**config.mk**
```make
export PLATFORM = sky130hd
export DESIGN_NAME = controlador_display_multiplexado
export DESIGN_NICKNAME = d
export VERILOG_FILES = /design/src/rtl/display_pkg.sv /design/src/rtl/bin_a_bcd.sv /design/src/rtl/controlador_display_multiplexado.sv
export SDC_FILE = /design/constraint.sdc
export NUM_CORES = 1
export LEC_CHECK = 0
export ABC_AREA = 1
export ABC_CLOCK_PERIOD_IN_PS = 3100
export BUFFER_PORTS_ARGS = -buffer_cell sky130_fd_sc_hd__buf_2
export CORE_MARGIN = 4
export CORE_UTILIZATION = 35
export DETAILED_ROUTE_END_ITERATION = 8
export PLACE_DENSITY_LB_ADDON = 0.15
export SLEW_MARGIN = 40
export SYNTH_ARGS = -nofsm -noshare
export SYNTH_HDL_FRONTEND = slang
export SYNTH_SLANG_ARGS = --single-unit
```
**constraint.sdc**
```tcl
create_clock -name clock -period 3.1 [get_ports clock]
set_input_delay 0.465 -clock clock [delete_from_list [all_inputs] [get_ports clock]]
set_output_delay 0.465 -clock clock [all_outputs]
set_load 0.005 [all_outputs]
```
**src/rtl/display_pkg.sv**
```systemverilog
// Shared definitions for the multiplexed 7-segment display controller:
// active-high glyphs {dp,g,f,e,d,c,b,a}, converter states and sizing helpers.
package display_pkg;

  localparam logic [7:0] SEG_0     = 8'h3F;
  localparam logic [7:0] SEG_1     = 8'h06;
  localparam logic [7:0] SEG_2     = 8'h5B;
  localparam logic [7:0] SEG_3     = 8'h4F;
  localparam logic [7:0] SEG_4     = 8'h66;
  localparam logic [7:0] SEG_5     = 8'h6D;
  localparam logic [7:0] SEG_6     = 8'h7D;
  localparam logic [7:0] SEG_7     = 8'h07;
  localparam logic [7:0] SEG_8     = 8'h7F;
  localparam logic [7:0] SEG_9     = 8'h6F;
  localparam logic [7:0] SEG_BLANK = 8'h00;
  localparam logic [7:0] SEG_DASH  = 8'h40;

  typedef enum logic [1:0] {
    CAPTURA  = 2'd0,
    DESPLAZA = 2'd1,
    CARGA    = 2'd2
  } estado_t;

  function automatic int unsigned bcd_width(input int unsigned n_digits);
    return 4 * n_digits;
  endfunction

  // Nibbles above 9 cannot come out of the converter; they map to blank.
  function automatic logic [7:0] glifo(input logic [3:0] nib);
    case (nib)
      4'd0:    return SEG_0;
      4'd1:    return SEG_1;
      4'd2:    return SEG_2;
      4'd3:    return SEG_3;
      4'd4:    return SEG_4;
      4'd5:    return SEG_5;
      4'd6:    return SEG_6;
      4'd7:    return SEG_7;
      4'd8:    return SEG_8;
      4'd9:    return SEG_9;
      default: return SEG_BLANK;
    endcase
  endfunction

endpackage

```
**src/rtl/bin_a_bcd.sv**
```systemverilog
// Sequential double-dabble: one capture cycle, DATA_W shift cycles, one
// load cycle. The top nibble carrying out flags a value beyond N_DIGITS.
module bin_a_bcd
  import display_pkg::*;
#(
  parameter int unsigned DATA_W   = 10,
  parameter int unsigned N_DIGITS = 4,
  localparam int unsigned BCD_W   = bcd_width(N_DIGITS)
) (
  input  logic              clock,
  input  logic              reset,
  input  logic              inicio,
  input  logic [DATA_W-1:0] binario,
  output logic [BCD_W-1:0]  bcd,
  output logic              desborde,
  output logic              listo
);

  localparam int unsigned CNT_W = $clog2(DATA_W + 1);

  estado_t             estado_q, estado_d;
  logic [DATA_W-1:0]   desp_q, desp_d;
  logic [BCD_W-1:0]    bcd_q, bcd_d;
  logic                ovf_q, ovf_d;
  logic [CNT_W-1:0]    cnt_q, cnt_d;
  logic [BCD_W-1:0]    ajuste;

  always_ff @(posedge clock) begin
    if (reset) begin
      estado_q <= CAPTURA;
      desp_q   <= '0;
      bcd_q    <= '0;
      ovf_q    <= 1'b0;
      cnt_q    <= '0;
    end else begin
      estado_q <= estado_d;
      desp_q   <= desp_d;
      bcd_q    <= bcd_d;
      ovf_q    <= ovf_d;
      cnt_q    <= cnt_d;
    end
  end

  always_comb begin
    estado_d = estado_q;
    desp_d   = desp_q;
    bcd_d    = bcd_q;
    ovf_d    = ovf_q;
    cnt_d    = cnt_q;
    listo    = 1'b0;
    ajuste   = bcd_q;
    case (estado_q)
      CAPTURA: begin
        if (inicio) begin
          desp_d   = binario;
          bcd_d    = '0;
          ovf_d    = 1'b0;
          cnt_d    = '0;
          estado_d = DESPLAZA;
        end
      end
      DESPLAZA: begin
        for (int unsigned i = 0; i < N_DIGITS; i++) begin
          if (ajuste[4*i +: 4] >= 4'd5) ajuste[4*i +: 4] = ajuste[4*i +: 4] + 4'd3;
        end
        bcd_d  = {ajuste[BCD_W-2:0], desp_q[DATA_W-1]};
        ovf_d  = ovf_q | ajuste[BCD_W-1];
        desp_d = desp_q << 1;
        cnt_d  = cnt_q + CNT_W'(1);
        if (cnt_q == CNT_W'(DATA_W - 1)) estado_d = CARGA;
      end
      CARGA: begin
        listo    = 1'b1;
        estado_d = CAPTURA;
      end
      default: estado_d = CAPTURA;
    endcase
  end

  assign bcd      = bcd_q;
  assign desborde = ovf_q;

endmodule

```
**src/rtl/controlador_display_multiplexado.sv**
```systemverilog
// Channel-selectable BCD display driver: holds each finished conversion in a
// buffer and scans it onto a multiplexed N-digit 7-segment display.
module controlador_display_multiplexado
  import display_pkg::*;
#(
  parameter int unsigned N_DIGITS   = 4,
  parameter int unsigned DATA_W     = 10,
  parameter int unsigned SCAN_DIV   = 50000,
  parameter int unsigned ACTIVE_LOW = 1
) (
  input  logic                clock,
  input  logic                reset,
  input  logic [DATA_W-1:0]   dato_a,
  input  logic [DATA_W-1:0]   dato_b,
  input  logic                control,
  input  logic                blank_ceros,
  input  logic [N_DIGITS-1:0] punto,
  output logic [N_DIGITS-1:0] selec_digito,
  output logic [7:0]          numero_cod,
  output logic                desborde
);

  localparam int unsigned BCD_W = bcd_width(N_DIGITS);
  localparam int unsigned IDX_W = (N_DIGITS > 1) ? $clog2(N_DIGITS) : 1;
  localparam int unsigned PRE_W = $clog2(SCAN_DIV);
  localparam logic        INV   = (ACTIVE_LOW != 0);
  localparam logic [N_DIGITS-1:0] SEL_OFF = {N_DIGITS{INV}};
  localparam logic [7:0]          COD_OFF = {8{INV}};

  logic [BCD_W-1:0]    conv_bcd;
  logic                conv_ovf;
  logic                conv_listo;

  logic [PRE_W-1:0]    pre_q, pre_d;
  logic [IDX_W-1:0]    idx_q, idx_d;
  logic [BCD_W-1:0]    buf_q, buf_d;
  logic                ovf_q, ovf_d;
  logic [N_DIGITS-1:0] sel_q, sel_d;
  logic [7:0]          cod_q, cod_d;

  logic                wrap;
  logic [3:0]          nib;
  logic                dp;
  logic                lz;
  logic [7:0]          seg;
  logic [N_DIGITS-1:0] onehot;

  bin_a_bcd #(
    .DATA_W   (DATA_W),
    .N_DIGITS (N_DIGITS)
  ) u_conv (
    .clock    (clock),
    .reset    (reset),
    .inicio   (1'b1),
    .binario  (control ? dato_a : dato_b),
    .bcd      (conv_bcd),
    .desborde (conv_ovf),
    .listo    (conv_listo)
  );

  always_ff @(posedge clock) begin
    if (reset) begin
      pre_q <= '0;
      idx_q <= '0;
      buf_q <= '0;
      ovf_q <= 1'b0;
      sel_q <= SEL_OFF;
      cod_q <= COD_OFF;
    end else begin
      pre_q <= pre_d;
      idx_q <= idx_d;
      buf_q <= buf_d;
      ovf_q <= ovf_d;
      sel_q <= sel_d;
      cod_q <= cod_d;
    end
  end

  // Output stage decodes the current index/buffer, so a wrap and a buffer
  // load on the same edge both become visible together one edge later.
  always_comb begin
    wrap  = (pre_q == PRE_W'(SCAN_DIV - 1));
    pre_d = wrap ? '0 : pre_q + PRE_W'(1);
    idx_d = idx_q;
    if (wrap) idx_d = (idx_q == IDX_W'(N_DIGITS - 1)) ? '0 : idx_q + IDX_W'(1);
    buf_d = conv_listo ? conv_bcd : buf_q;
    ovf_d = conv_listo ? conv_ovf : ovf_q;

    nib = 4'd0;
    dp  = 1'b0;
    lz  = 1'b1;
    for (int unsigned j = 0; j < N_DIGITS; j++) begin
      if (IDX_W'(j) == idx_q) begin
        nib = buf_q[4*j +: 4];
        dp  = punto[j];
      end
      if (j >= 32'(idx_q) && buf_q[4*j +: 4] != 4'd0) lz = 1'b0;
    end

    if (ovf_q)                                     seg = SEG_DASH | {dp, 7'b0};
    else if (blank_ceros && idx_q != '0 && lz)     seg = SEG_BLANK;
    else                                           seg = glifo(nib) | {dp, 7'b0};

    onehot = N_DIGITS'(1) << idx_q;
    sel_d  = INV ? ~onehot : onehot;
    cod_d  = INV ? ~seg : seg;
  end

  assign selec_digito = sel_q;
  assign numero_cod   = cod_q;
  assign desborde     = ovf_q;

endmodule

```
* After elaboration in Yosys (flattened, before gate mapping) *
Memory sizes are Yosys's and may differ from the RTL's.
Cells that the tools add are included.
Widths: inputs -> output; s select.

cells by class
  multipliers = 0
  div/mod/pow operators = 0
  bitwise gates (word level) = 4
  $add $sub $neg = 7
  reduce and logical (&&, ||, !) cells = 14
  muxes and demuxes = 30
  $lt $le $gt $ge = 7
  shift-type cells = 1
  equality and inequality tests = 9

operators with widths
  cell                   count
  $mux 4                 9
  $mux 8                 4
  $pmux 16 s2            1
  $pmux 10 s2            1
  $add 16x1->16 const B  1
  $add 4x2->4 const B    4
  $eq 16x16->1 const B   1
  $ge 4x3->1 const B     4
  $reduce_bool 4->1      4
  $mux 10                1
  $mux 1                 9
  $not 8->8              1
  $or 8x8->8             1
  $pmux 4 s2             1
  $logic_and 1x1->1      5
  $add 4x1->4 const B    1
  $eq 2x2->1 const A     2
  $eq 2x2->1 const B     2
  $eq 4x4->1 const B     1
  $ge 1x2->1 const A     2
  $logic_not 2->1        2
  $mux 2                 2
  $not 4->4              1
  $pmux 2 s2             1
  10 further kinds       11

word-level totals
  memory bits (writable) = 0
  input port bits = 28
  latch bits = 0
  word-level logic and storage cells = 84
  memories = 1
  memory bits (read-only) = 112
  output and inout bits = 13
  register bits = 80

memory list
  memory            depth  width  read ports  clocked after Yosys merged registers in  write ports  RTL line           text
  (name not given)  16     7      1           0                                        0            display_pkg.sv:30  case (nib)

* Logic depth before layout (Yosys ltp) *
Gate-level depths: netlist of the first run.

  word-level depth = 13
  depth in mapped cells = 15
  gate-level depth less buffers = 15

* By module *
A second synthesis of the first run with hierarchy kept.

unflattened totals
  cells, all modules = 558
  area total of the unflattened synthesis = 4169.0 um^2

by module, submodules not included
  module                            area an instance (um^2)  cells each  sequential area each (um^2)  instances
  controlador_display_multiplexado  2401.1                   309         940.9                        1
  bin_a_bcd                         1767.9                   249         660.6                        1

* Least setup slack after synthesis of the first run *
OpenSTA, ideal clock, no wires.

  path kind = flip-flop to flip-flop
  from = reg idx_q[1]
  to = reg cod_q[3], in the netlist numero_cod[3]
  stages on the path, launching flop included = 13
  buffers on the path = 1
  clock period less this slack = 2.284 ns
  data required time = 2.983 ns
  library setup time = 0.117 ns
  slack = 0.816 ns
  arrival time = 2.167 ns
  cells stage by stage = dfxtp_1 inv_1 ha_1 buf_6 nor2_1 a22oi_1 or2_2 a22oi_2 inv_1 ha_1 or2_2 nand2_1 nand2_1

between the ends
  word-level cells in the longest chain between the ends = 12
  elaborated cells between the ends (all ways) = 28
  classes of those cells = order compare (3); eq/ne (3); mux (12); bitwise (2); reduce/logical (7); memory (1)

ends and longest elaborated chain
  what                    RTL line                                 text
  start, declared         controlador_display_multiplexado.sv:35   logic [IDX_W-1:0] idx_q, idx_d;
  start signal, assigned  controlador_display_multiplexado.sv:71   idx_q <= idx_d;
  $logic_not 2->1         controlador_display_multiplexado.sv:93   if (IDX_W'(j) == idx_q) begin
  $mux 4 (4 in a row)     controlador_display_multiplexado.sv:93
  $mem_v2 16x7            --
  $mux 8                  controlador_display_multiplexado.sv:101  else if (blank_ceros && idx_q != '0 && lz) seg = SEG_BLANK;
  $mux 8                  controlador_display_multiplexado.sv:100  if (ovf_q) seg = SEG_DASH | {dp, 7'b0};
  $or 8x8->8              controlador_display_multiplexado.sv:102  else seg = glifo(nib) | {dp, 7'b0};
  $mux 8 *                controlador_display_multiplexado.sv:101
  $mux 8 *                controlador_display_multiplexado.sv:100
  $not 8->8 *             controlador_display_multiplexado.sv:106  cod_d = INV ? ~seg : seg;
  end signal, assigned    controlador_display_multiplexado.sv:75   cod_q <= cod_d;
  end, declared           controlador_display_multiplexado.sv:39   logic [7:0] cod_q, cod_d;

Mark *: on every way between the ends. The rest lies on a longest branch, timed or not. The select of a mux whose other input is x is not followed.
A chain may end at the register's enable or synchronous reset.

* Final worst setup path of the first run *
Same ends and word-level chain as after synthesis.

==> reports/qor.yml, run 1 <==
critical_path:
  start_kind: "register"
  critPathKind: "reg -> reg"
  worstReg2RegStart: "idx_q[1]$_SDFFE_PP0P_"
  reg2reg_setup_slack_ns: 0.65
  worstReg2RegEnd: "numero_cod[3]$_SDFF_PP1_"
  arrival_ns: 2.68
  path_buf_inv: 2
  max_stage_delay_ns: 0.37
  critical_path.max_fanout: 8
  critPathRequiredTime_ns: 3.33
  end_kind: "register"
  path_cells: "inv_1, ha_1, nor2_1, a22oi_1, or2_2, a22oi_2, inv_1, ha_1, or2_2, nand2_1, nand2_1"
  cp_slowest_cell: "dfxtp_1"
  r2r_cells: 11
  cp_top_family: "simple AND/OR/NAND/NOR gates"
yosys:
  ys_seq_area_frac: 0.402
  synthSimpleGateAreaFrac: 0.268
  syn_area_mm2: 0.00399
  synth.mux.area_fraction: 0
  async_reset_ff_frac: 0
  synth_xor_area_frac: 0.0198
  yosys_register_bits: 80
  ys_types: 40
  syn-num-nets: 588
  synth-compound-area-share: 0.154
  yosys_most_used_dff: "dfxtp_1"
  synth_top_family_by_area: "simple AND/OR/NAND/NOR gates"
  avgSynthCellArea_um2: 7.41
  synth_edf_count: 0
  synthAdderAreaFrac: 0.0690
  synth_warnings: 0
  syn_inst: 538
cts:
  cts-hold-fix-buffers: 0
  clk_latency_ns: 0.34
  cts_root_buf: "clkbuf_16"
  cts.repair.resized: 0
  clkSinkCount: 80
  cts_buffers: 9
  cts_buffer_depth: 2
  clkTransAtPathRegs_ns: 0.06
  tritoncts: "yes"
  cts_max_level: 3
  post_cts_buffers: 0
floorplanning:
  dieArea_mm2: 0.0132
  die_w_um: 115
  start_util: 0.363
  die_h_um: 115
  num_io_pins: 41
  core-area_mm2: 0.0110
  rows: 38
hold_path:
  holdCritPathClass: "in -> reg"
  hp-start: "dato_a[9]"
  min_to: "u_conv.desp_q[9]$_SDFFE_PP0P_"
  holdPathStages: 3
layout:
  final_area_mm2: 0.00462
  final_nets: 624
  multi_input_area_mm2: 0.00204
  register_area_mm2: 0.00160
  n_fill_cell: 1170
  antenna_cells: 0
  syn_to_final_growth_pct: 15.9
  layout-drive-gt1-share: 0.161
run:
  cap_violations: 0
sta:
  post-route-period-util: 0.792
  whs_ns: 0.416
  timing.final.hold_violations: 0
  tightestPinTransition_ns: 0.489
  finalSetupViolCount: 0
  finalMaxSlewViolations: 0
  finalCriticalPeriod_ns: 2.45
  max_freq_ghz: 0.407
  slew_headroom: 0.674
  final.setup.tns_ns: 0
  rsz0062_at_grt: "false"
  skew_ns: 0.00551
detailed_routing:
  final_antenna_net_count: 0
  via_per_inst: 4.77
  drtIter0Drc: 177
  dr.pass1.iters: 4
  wire_per_inst_um: 11.9
  postRouteWirelength_mm: 8.55
  vias: 3430
  drc: 0
global_routing:
  gr-usage-met2: 0.227
  grt_pass1_wl_mm: 15.0
  overflow: 0
  grt_util_met1: 0.180
  globalRouteMet3Util: 0.0284
  antenna_found_initial: 0
  busiest_layer: "met2"
  first_global_vias: 3352
  gr-usage-all-layers: 0.141
  grt_max_degree: 43
placed_design:
  place.gp.congestion: 0.830
  port_buffers: 40
  dp_hpwl_mm: 6.25
  placed_cell_area_mm2: 0.00429
pwr:
  p_leak_nw: 1.79
  irDropWorstVdd_v: 0.000256
  powerDensity_mw_per_mm2: 509
  power_w: 0.00235
run_status:
  status: "finished, final reports clean"
cell usage after synthesis, types with 7 or more instances:
cell type,instances,area [um2]
a211oi_1,11,82.6
nand2_1,105,394
nor2_1,62,233
a31oi_1,9,56.3
inv_1,59,221
xor2_1,8,70.1
buf_2,10,50.1
ha_1,22,275
nand3_1,26,130
o21ai_0,31,155
a21oi_1,37,185
nor2_2,10,62.6
dfxtp_1,80,1600
nor3_1,9,45.0
clkbuf_1,7,26.3
cell families (layout without fill, tap and decap cells):
group / Yosys count / in the layout
compound gates: 105 / 105
xor+xnor: 9 / 9
fa+ha+maj: 22 / 22
buf+inv: 83 / 124
flops: 80 / 80
simple gates: 239 / 239
layout make-up:
cell class | instances | area share
multi-input combinational | 375 | 0.441
clock buffer | 10 | 0.0495
timing repair buffer | 44 | 0.0498
inverter | 64 | 0.0520
sequential | 80 | 0.347
tap | 140 | 0.0379
clock inverter | 6 | 0.0233
worst min-delay path, stage by stage:
cell and delay [ns]:
buf_2 0.07, o21ai_0 0.06, a31oi_1 0.12
routing by layer:
layer	wire, um	part of all wire	vias to the layer above
met1	4200	0.49	1530
met3	336	0.039	11
met5	0	0	-
met2	3830	0.45	56
met4	182	0.021	0
li1	-	-	1833
per-stage QoR:
step,setup slack [ns],util,cells
2_1_floorplan,0.816,-,538
3_3_place_gp,0.735,0.390,703
3_5_place_dp,0.648,0.390,703
4_1_cts,0.640,0.421,719
5_1_grt,0.464,0.421,719
6_report,0.645,0.421,719
power breakdown:
group / internal (W) / switching, W / leakage, nW
combinational: 0.0000374 / 0.0000577 / 0.981
sequential: 0.00105 / 0.0000101 / 0.651
clock: 0.000784 / 0.000414 / 0.162
cells in the final DEF (no fill, tap or decap), types with 2 or more instances in the layout:
cell | Yosys | layout
nor4_1 | 2 | 2
nand3_1 | 26 | 26
nor2_1 | 62 | 62
nand2_1 | 105 | 105
inv_1 | 59 | 59
a22oi_1 | 5 | 5
clkinv_2 | 0 | 2
dfxtp_1 | 80 | 80
a31oi_1 | 9 | 9
a211oi_1 | 11 | 11
nor3_2 | 2 | 2
buf_2 | 10 | 40
a21oi_1 | 37 | 37
nand2_2 | 3 | 3
or2_0 | 2 | 2
o21ai_0 | 31 | 31
nor2_2 | 10 | 10
ha_1 | 22 | 22
buf_4 | 0 | 4
nand4_1 | 6 | 6
a21oi_2 | 3 | 3
o211ai_1 | 5 | 5
bufinv_16 | 0 | 3
clkbuf_16 | 0 | 9
inv_2 | 4 | 4
nor3_1 | 9 | 9
xor2_1 | 8 | 8
or2_2 | 5 | 5
worst max-delay path by stage:
stage,from,end,slack (ns),cells after the start
after CTS,idx_q[1]$_SDFFE_PP0P_,numero_cod[3]$_SDFF_PP1_,0.64,11
after global placement,idx_q[1]$_SDFFE_PP0P_,numero_cod[3]$_SDFF_PP1_,0.73,11
final,idx_q[1]$_SDFFE_PP0P_,numero_cod[3]$_SDFF_PP1_,0.65,11
after detailed placement,idx_q[1]$_SDFFE_PP0P_,numero_cod[3]$_SDFF_PP1_,0.65,11
after floorplan,idx_q[1]$_SDFFE_PP0P_,numero_cod[3]$_SDFF_PP1_,0.82,12
after global routing,idx_q[1]$_SDFFE_PP0P_,numero_cod[3]$_SDFF_PP1_,0.46,11
registers in the layout, summed over array words and instances, names as in the netlist:
name / flops
desborde: 1
u_conv.desp_q: 10
u_conv.desborde: 1
u_conv.estado_q: 2
idx_q: 2
u_conv.cnt_q: 4
pre_q: 16
u_conv.bcd: 16
selec_digito: 4
numero_cod: 8
buf_q: 16
No activity file was read; power rests on OpenSTA's default activity.
==> run 2: changes to the inputs <==
Settings changed: ABC_CLOCK_PERIOD_IN_PS 3100 to 2100.
Clock period 3.1 ns to 2.1 ns, I/O delays scaled along.
==> run 2 against run 1 <==
  * Die area did not move
  * Global-route usage fell by 0.054 points
  * Register-to-register slack got worse by 0.50 ns
  * Clock power rose by 54%
  * Fmax rose by 26%
  * Sequential cell count did not move
  * Core utilization rose by 1.6 points
  * Via count rose by 1.4%
  * Critical endpoint is now numero_cod[0]$_SDFF_PP1_
  * Largest power group unchanged
==> reports/qor.yml, run 2 (synthesis gave the netlist of run 1 again) <==
sta:
  post-route-period-util: 0.929  # +0.137
  rsz0062_at_grt: "false"
  fin_ws_ns: 0.149  # -0.497 ns
  skew_ns: 0.00777  # +0.00226 ns
  slew_headroom: 0.640  # -0.0335
  finalSetupViolCount: 0  # unchanged
  timing.final.hold_violations: 0  # unchanged
  finalCriticalPeriod_ns: 1.95  # -0.503 ns
  tightestPinTransition_ns: 0.539  # +0.0502 ns
  final.setup.tns_ns: 0  # unchanged
  finalMaxSlewViolations: 0  # unchanged
  max_freq_ghz: 0.512  # +26%
detailed_routing:
  final_antenna_net_count: 0  # unchanged
  drtIter0Drc: 136  # -23%
  drc: 0  # unchanged
  wire_per_inst_um: 11.8  # -1.1%
  dr.pass1.iters: 4  # unchanged
  postRouteWirelength_mm: 8.58  # +0.39%
  vias: 3479  # +1.4%
  via_per_inst: 4.77  # about the same
floorplanning:
  rows: 38  # unchanged
  core-area_mm2: 0.0110  # unchanged
  die_w_um: 115  # unchanged
  die_h_um: 115  # unchanged
  start_util: 0.363  # unchanged
  dieArea_mm2: 0.0132  # unchanged
  num_io_pins: 41  # unchanged
cts:
  cts_buffers: 9  # unchanged
  tritoncts: "yes"
  cts_max_level: 3  # unchanged
  clkSinkCount: 80  # unchanged
  clkTransAtPathRegs_ns: 0.06  # about the same
  clk_latency_ns: 0.34  # about the same
  cts_root_buf: "clkbuf_16"
  cts_buffer_depth: 2  # unchanged
  cts-hold-fix-buffers: 0  # unchanged
run_status:
  status: "finished, final reports clean"
layout:
  layout_commonest_cell: "nand2_1"
  fin_util: 0.437  # +0.0163
  n_fill_cell: 1122  # -4.1%
  antenna_cells: 0  # unchanged
  register_area_mm2: 0.00161  # +0.47%
  syn_to_final_growth_pct: 20.4
  multi_input_area_mm2: 0.00210  # +3.2%
  final_nets: 635  # +1.8%
  layout-drive-gt1-share: 0.200  # +0.0394
  final_cell_mix: "104 x nand2_1, 78 x dfxtp_1, 61 x nor2_1"
critical_path:
  critical_path.max_fanout: 6  # -2
  cp_top_family: "adder cells"
  cp.depth: 12  # +1
  max_stage_delay_ns: 0.38  # about the same
  r2r_cells: 12  # +1
  end_kind: "register"
  cp_slowest_cell: "dfxtp_4"
  arrival_ns: 2.18  # -0.50 ns
  path_cells: "inv_4, ha_1, buf_4, a21oi_1, nand2_1, nand2_4, inv_1, ha_1, o21ai_0, inv_1, o21ai_0, nand2_1"
  critPathKind: "reg -> reg"
  start_kind: "register"
  path_buf_inv: 4  # +2
  critPathRequiredTime_ns: 2.33  # -1.00 ns
global_routing:
  first_global_vias: 3326  # -0.78%
  antenna_found_initial: 0  # unchanged
  overflow: 0  # unchanged
  gr-usage-all-layers: 0.140  # -0.000536
  grt_max_degree: 27  # -37%
  grt_pass1_wl_mm: 15.0  # -0.14%
pwr:
  intPower_w: 0.00283  # +51%
  switching_power_w: 0.000726  # +51%
  clkPwrFrac: 0.521  # +0.012
  swShare: 0.204  # -0.000559
  powerDensity_mw_per_mm2: 740  # +45%
  p_leak_nw: 1.87  # +4.1%
  p_comb_frac: 0.040  # about the same
  seq_power_share: 0.439  # -0.011
  irDropWorstVdd_v: 0.000424  # +66%
placed_design:
  port_buffers: 40  # unchanged
  pre_cts_ws_ns: -0.00796  # -0.656 ns
  place.gp.congestion: 0.847  # +2.1%
  dp_hpwl_mm: 6.30  # +0.83%
hold_path:
  holdCritPathClass: "in -> reg"
  holdPathStages: 3  # unchanged
run:
  cap_violations: 0  # unchanged
-- run 2: power by group through the flow --
stage	clock network, W	logic, W	registers, W
after floorplan	0	0.0000909	0.00159
after global placement	0	0.000143	0.00160
after detailed placement	0	0.000146	0.00160
after CTS	0.00189	0.000146	0.00156
after global routing	0.00196	0.000165	0.00156
final	0.00185	0.000143	0.00156
-- run 2: path summary, 6_finish.rpt --
| check | startpoint | slack (ns) | endpoint |
|---|---|---|---|
| hold reg to reg | u_conv.desborde$_SDFFE_PP0P_ | 0.45 | desborde$_SDFFE_PP0N_ |
| setup reg to reg | idx_q[0]$_SDFFE_PP0P_ | 0.15 | numero_cod[0]$_SDFF_PP1_ |
| setup / recovery | idx_q[0]$_SDFFE_PP0P_ | 0.15 | numero_cod[0]$_SDFF_PP1_ |
| hold / removal | dato_a[0] | 0.27 | u_conv.desp_q[0]$_SDFFE_PP0P_ |
-- run 2: per-layer routing --
metal | global-route usage | up-vias | part of all wire
met5 | 0 | - | 0
li1 | - | 1856 | -
met1 | 0.179 | 1557 | 0.49
met2 | 0.230 | 54 | 0.46
met3 | 0.0347 | 12 | 0.037
met4 | 0.0516 | 0 | 0.017
-- run 2: timing repair --
action / CTS / global route
pin swaps: 1 / 3
buffers inserted: 0 / 3
gates cloned: 0 / 0
hold endpoints to repair: 0 / 0
gates resized for setup: 0 / 13
endpoints found under the setup margin: 1 / 6
-- run 2: through the flow --
stage	hold WS [ns]	total power, W	instance area (um2)	std cells
CTS	0.262	0.00359	4730	727
global route	0.281	0.00368	4800	730
global placement	0.431	0.00174	4370	711
floorplan	0.417	0.00169	4010	538
finish	0.268	0.00355	4800	730
detailed placement	0.445	0.00174	4370	711
-- run 2: layout make-up --
| class | count | area share |
|---|---|---|
| Clock buffer | 11 | 0.0526 |
| Inverter | 64 | 0.0511 |
| Timing Repair Buffer | 55 | 0.0652 |
| Sequential cell | 80 | 0.335 |
| Clock inverter | 5 | 0.0214 |
| Multi-Input combinational cell | 375 | 0.438 |
| Tap cell | 140 | 0.0365 |
-- run 2: worst register-to-register path: stages (launching register included) --
cell     delay, ns
dfxtp_4       0.38
inv_4         0.05
ha_1          0.26
buf_4         0.17
a21oi_1       0.15
nand2_1       0.11
nand2_4       0.11
inv_1         0.08
ha_1          0.19
o21ai_0       0.14
inv_1         0.06
o21ai_0       0.06
nand2_1       0.06
==> run 3: changes to the inputs <==
Settings changed: CORE_UTILIZATION 35 to 45, CTS_BUF_LIST from default to sky130_fd_sc_hd__clkbuf_8.
==> run 3 against run 2 <==
  * First-iteration DRC count fell by 27%
  * Global-route usage rose by 2.6 points
  * Total power fell by 16%
  * Largest cell class unchanged
  * Highest routed layer unchanged
==> reports/qor.yml, run 3 (synthesis gave the netlist of run 1 again) <==
layout:
  layout_commonest_cell: "nand2_1"
  syn_to_final_growth_pct: 15.9
  final_cell_mix: "104 x nand2_1, 78 x dfxtp_1, 61 x nor2_1"
  final_nets: 633  # -0.31%
  final_area_mm2: 0.00462  # -3.8%
  layout-drive-gt1-share: 0.196  # -0.00442
  antenna_cells: 0  # unchanged
critical_path:
  max_stage_delay_ns: 0.37  # about the same
  path_buf_inv: 3  # -1
  crit_start: "idx_q[0]$_SDFFE_PP0P_"
  arrival_ns: 2.18  # about the same
  start_kind: "register"
  reg2reg_setup_slack_ns: 0.16  # about the same
  critical_path.max_fanout: 3  # -3
  worstReg2RegStart: "idx_q[0]$_SDFFE_PP0P_"
  worstReg2RegEnd: "numero_cod[3]$_SDFF_PP1_"
  cp_slowest_cell: "dfxtp_4"
  cp.depth: 12  # unchanged
  cp-endpoint: "numero_cod[3]$_SDFF_PP1_"
  r2r_cells: 12  # unchanged
  cp_top_family: "simple AND/OR/NAND/NOR gates"
  path_cells: "inv_4, ha_4, inv_2, nor2_4, a22oi_2, or2_4, a22oi_2, inv_2, ha_4, or2_4, nand2_1, nand2_1"
  critPathKind: "reg -> reg"
  critPathRequiredTime_ns: 2.34  # about the same
  end_kind: "register"
sta:
  tightestPinTransition_ns: 0.532  # -0.00718 ns
  max_freq_ghz: 0.515  # +0.50%
  slew_headroom: 0.645  # +0.00479
  finalMaxSlewViolations: 0  # unchanged
  finalCriticalPeriod_ns: 1.94  # -0.00967 ns
  final.setup.tns_ns: 0  # unchanged
  post-route-period-util: 0.925  # -0.00461
  finalSetupViolCount: 0  # unchanged
  timing.final.hold_violations: 0  # unchanged
  skew_ns: 0.0111  # +0.00331 ns
global_routing:
  gr-usage-met2: 0.270  # +0.0406
  busiest_layer: "met2"
  first_global_vias: 3276  # -1.5%
  gr-usage-all-layers: 0.167  # +0.0264
  grt_util_met1: 0.219  # +0.0397
  overflow: 0  # unchanged
  globalRouteMet3Util: 0.0396  # +0.00485
  antenna_found_initial: 0  # unchanged
  grt_max_degree: 26  # -3.7%
  grt_pass1_wl_mm: 14.1  # -6.1%
placed_design:
  place.gp.congestion: 0.935  # +10%
  port_buffers: 40  # unchanged
  placed_cell_area_mm2: 0.00433  # -0.92%
  dp_hpwl_mm: 6.15  # -2.4%
cts:
  clkTransAtPathRegs_ns: 0.08  # +0.02 ns
  cts_max_level: 3  # unchanged
  cts-hold-fix-buffers: 0  # unchanged
  tritoncts: "yes"
  cts_buffer_depth: 2  # unchanged
  clkSinkCount: 80  # unchanged
  clk_latency_ns: 0.35  # about the same
  cts_root_buf: "clkbuf_8"
  cts_buffers: 9  # unchanged
floorplanning:
  start_util: 0.459  # +0.0964
  core-area_mm2: 0.00868  # -21%
  die_w_um: 102  # -11%
  die_h_um: 102  # -11%
  rows: 34  # -11%
  num_io_pins: 41  # unchanged
  dieArea_mm2: 0.0104  # -21%
detailed_routing:
  drtIter0Drc: 99  # -27%
  postRouteWirelength_mm: 8.19  # -4.5%
  wire_per_inst_um: 11.8  # +0.15%
  vias: 3447  # -0.92%
  via_per_inst: 4.95  # +3.9%
  drc: 0  # unchanged
  final_antenna_net_count: 0  # unchanged
  dr.pass1.iters: 4  # unchanged
pwr:
  powerDensity_mw_per_mm2: 644  # -13%
  p_leak_nw: 1.80  # -3.7%
  irDropWorstVdd_v: 0.000318  # -25%
hold_path:
  holdCritPathClass: "in -> reg"
run:
  cap_violations: 0  # unchanged
run_status:
  status: "finished, final reports clean"
==> run 3: cell count changes in the layout (fill, tap and decap cells not counted), sizes merged <==
cell / change
buf: -2
bufinv: -1
clkbuf: -1
clkinv: +1
clkinvlp: +1
==> run 3: per-stage QoR <==
| stage | total power, W | instances | hold WS, ns | setup slack (ns) | utilization |
|---|---|---|---|---|---|
| global route | 0.00311 | 696 | 0.251 | -0.00967 | 0.532 |
| floorplan | 0.00169 | 538 | 0.417 | 0.00550 | - |
| detailed placement | 0.00174 | 679 | 0.445 | 0.0150 | 0.499 |
| finish | 0.00297 | 696 | 0.249 | 0.158 | 0.532 |
| CTS | 0.00302 | 695 | 0.236 | 0.0235 | 0.526 |
| global placement | 0.00174 | 679 | 0.431 | 0.0672 | 0.499 |
==> run 3: how the worst min path moves through the flow <==
stage,start,to,slack (ns),cells past startpoint
CTS,dato_a[2],u_conv.desp_q[2]$_SDFFE_PP0P_,0.24,3
floorplan,pre_q[0]$_SDFF_PP0_,pre_q[0]$_SDFF_PP0_,0.42,1
detailed placement,pre_q[0]$_SDFF_PP0_,pre_q[0]$_SDFF_PP0_,0.45,1
finish,dato_a[2],u_conv.desp_q[2]$_SDFFE_PP0P_,0.25,3
global placement,pre_q[0]$_SDFF_PP0_,pre_q[0]$_SDFF_PP0_,0.43,1
global route,dato_a[0],u_conv.desp_q[0]$_SDFFE_PP0P_,0.25,3
==> run 3: cell type report <==
cell class | instances | area (um2)
clock buffer | 10 | 138
multi-input combinational | 375 | 2100
inverter | 64 | 248
timing repair buffer | 53 | 298
sequential | 80 | 1610
clock inverter | 6 | 92.6
tap | 108 | 135
fill | 874 | 4060
==> run 3: power by group <==
| group | switching, W | internal, W |
|---|---|---|
| sequential | 0.0000155 | 0.00154 |
| combinational | 0.0000831 | 0.0000577 |
| clock | 0.000569 | 0.000706 |
==> run 3: repair_timing <==
action	in CTS	in global routing
setup buffers	0	1
gates resized for setup	0	14
setup endpoints to repair	1	4
pin swaps	1	2
==> run 3: per-layer routing <==
| metal | share of wire | up-vias | routed length, um |
|---|---|---|---|
| met3 | 0.041 | 8 | 338 |
| met1 | 0.48 | 1530 | 3970 |
| li1 | - | 1851 | - |
| met5 | 0 | - | 0 |
| met4 | 0.013 | 0 | 107 |
| met2 | 0.46 | 58 | 3770 |
==> run 3: tightest hold or removal path, delay by kind of cell <==
kind / cells / cell delay, ns
compound gates: 2 / 0.17
buf+inv: 1 / 0.07
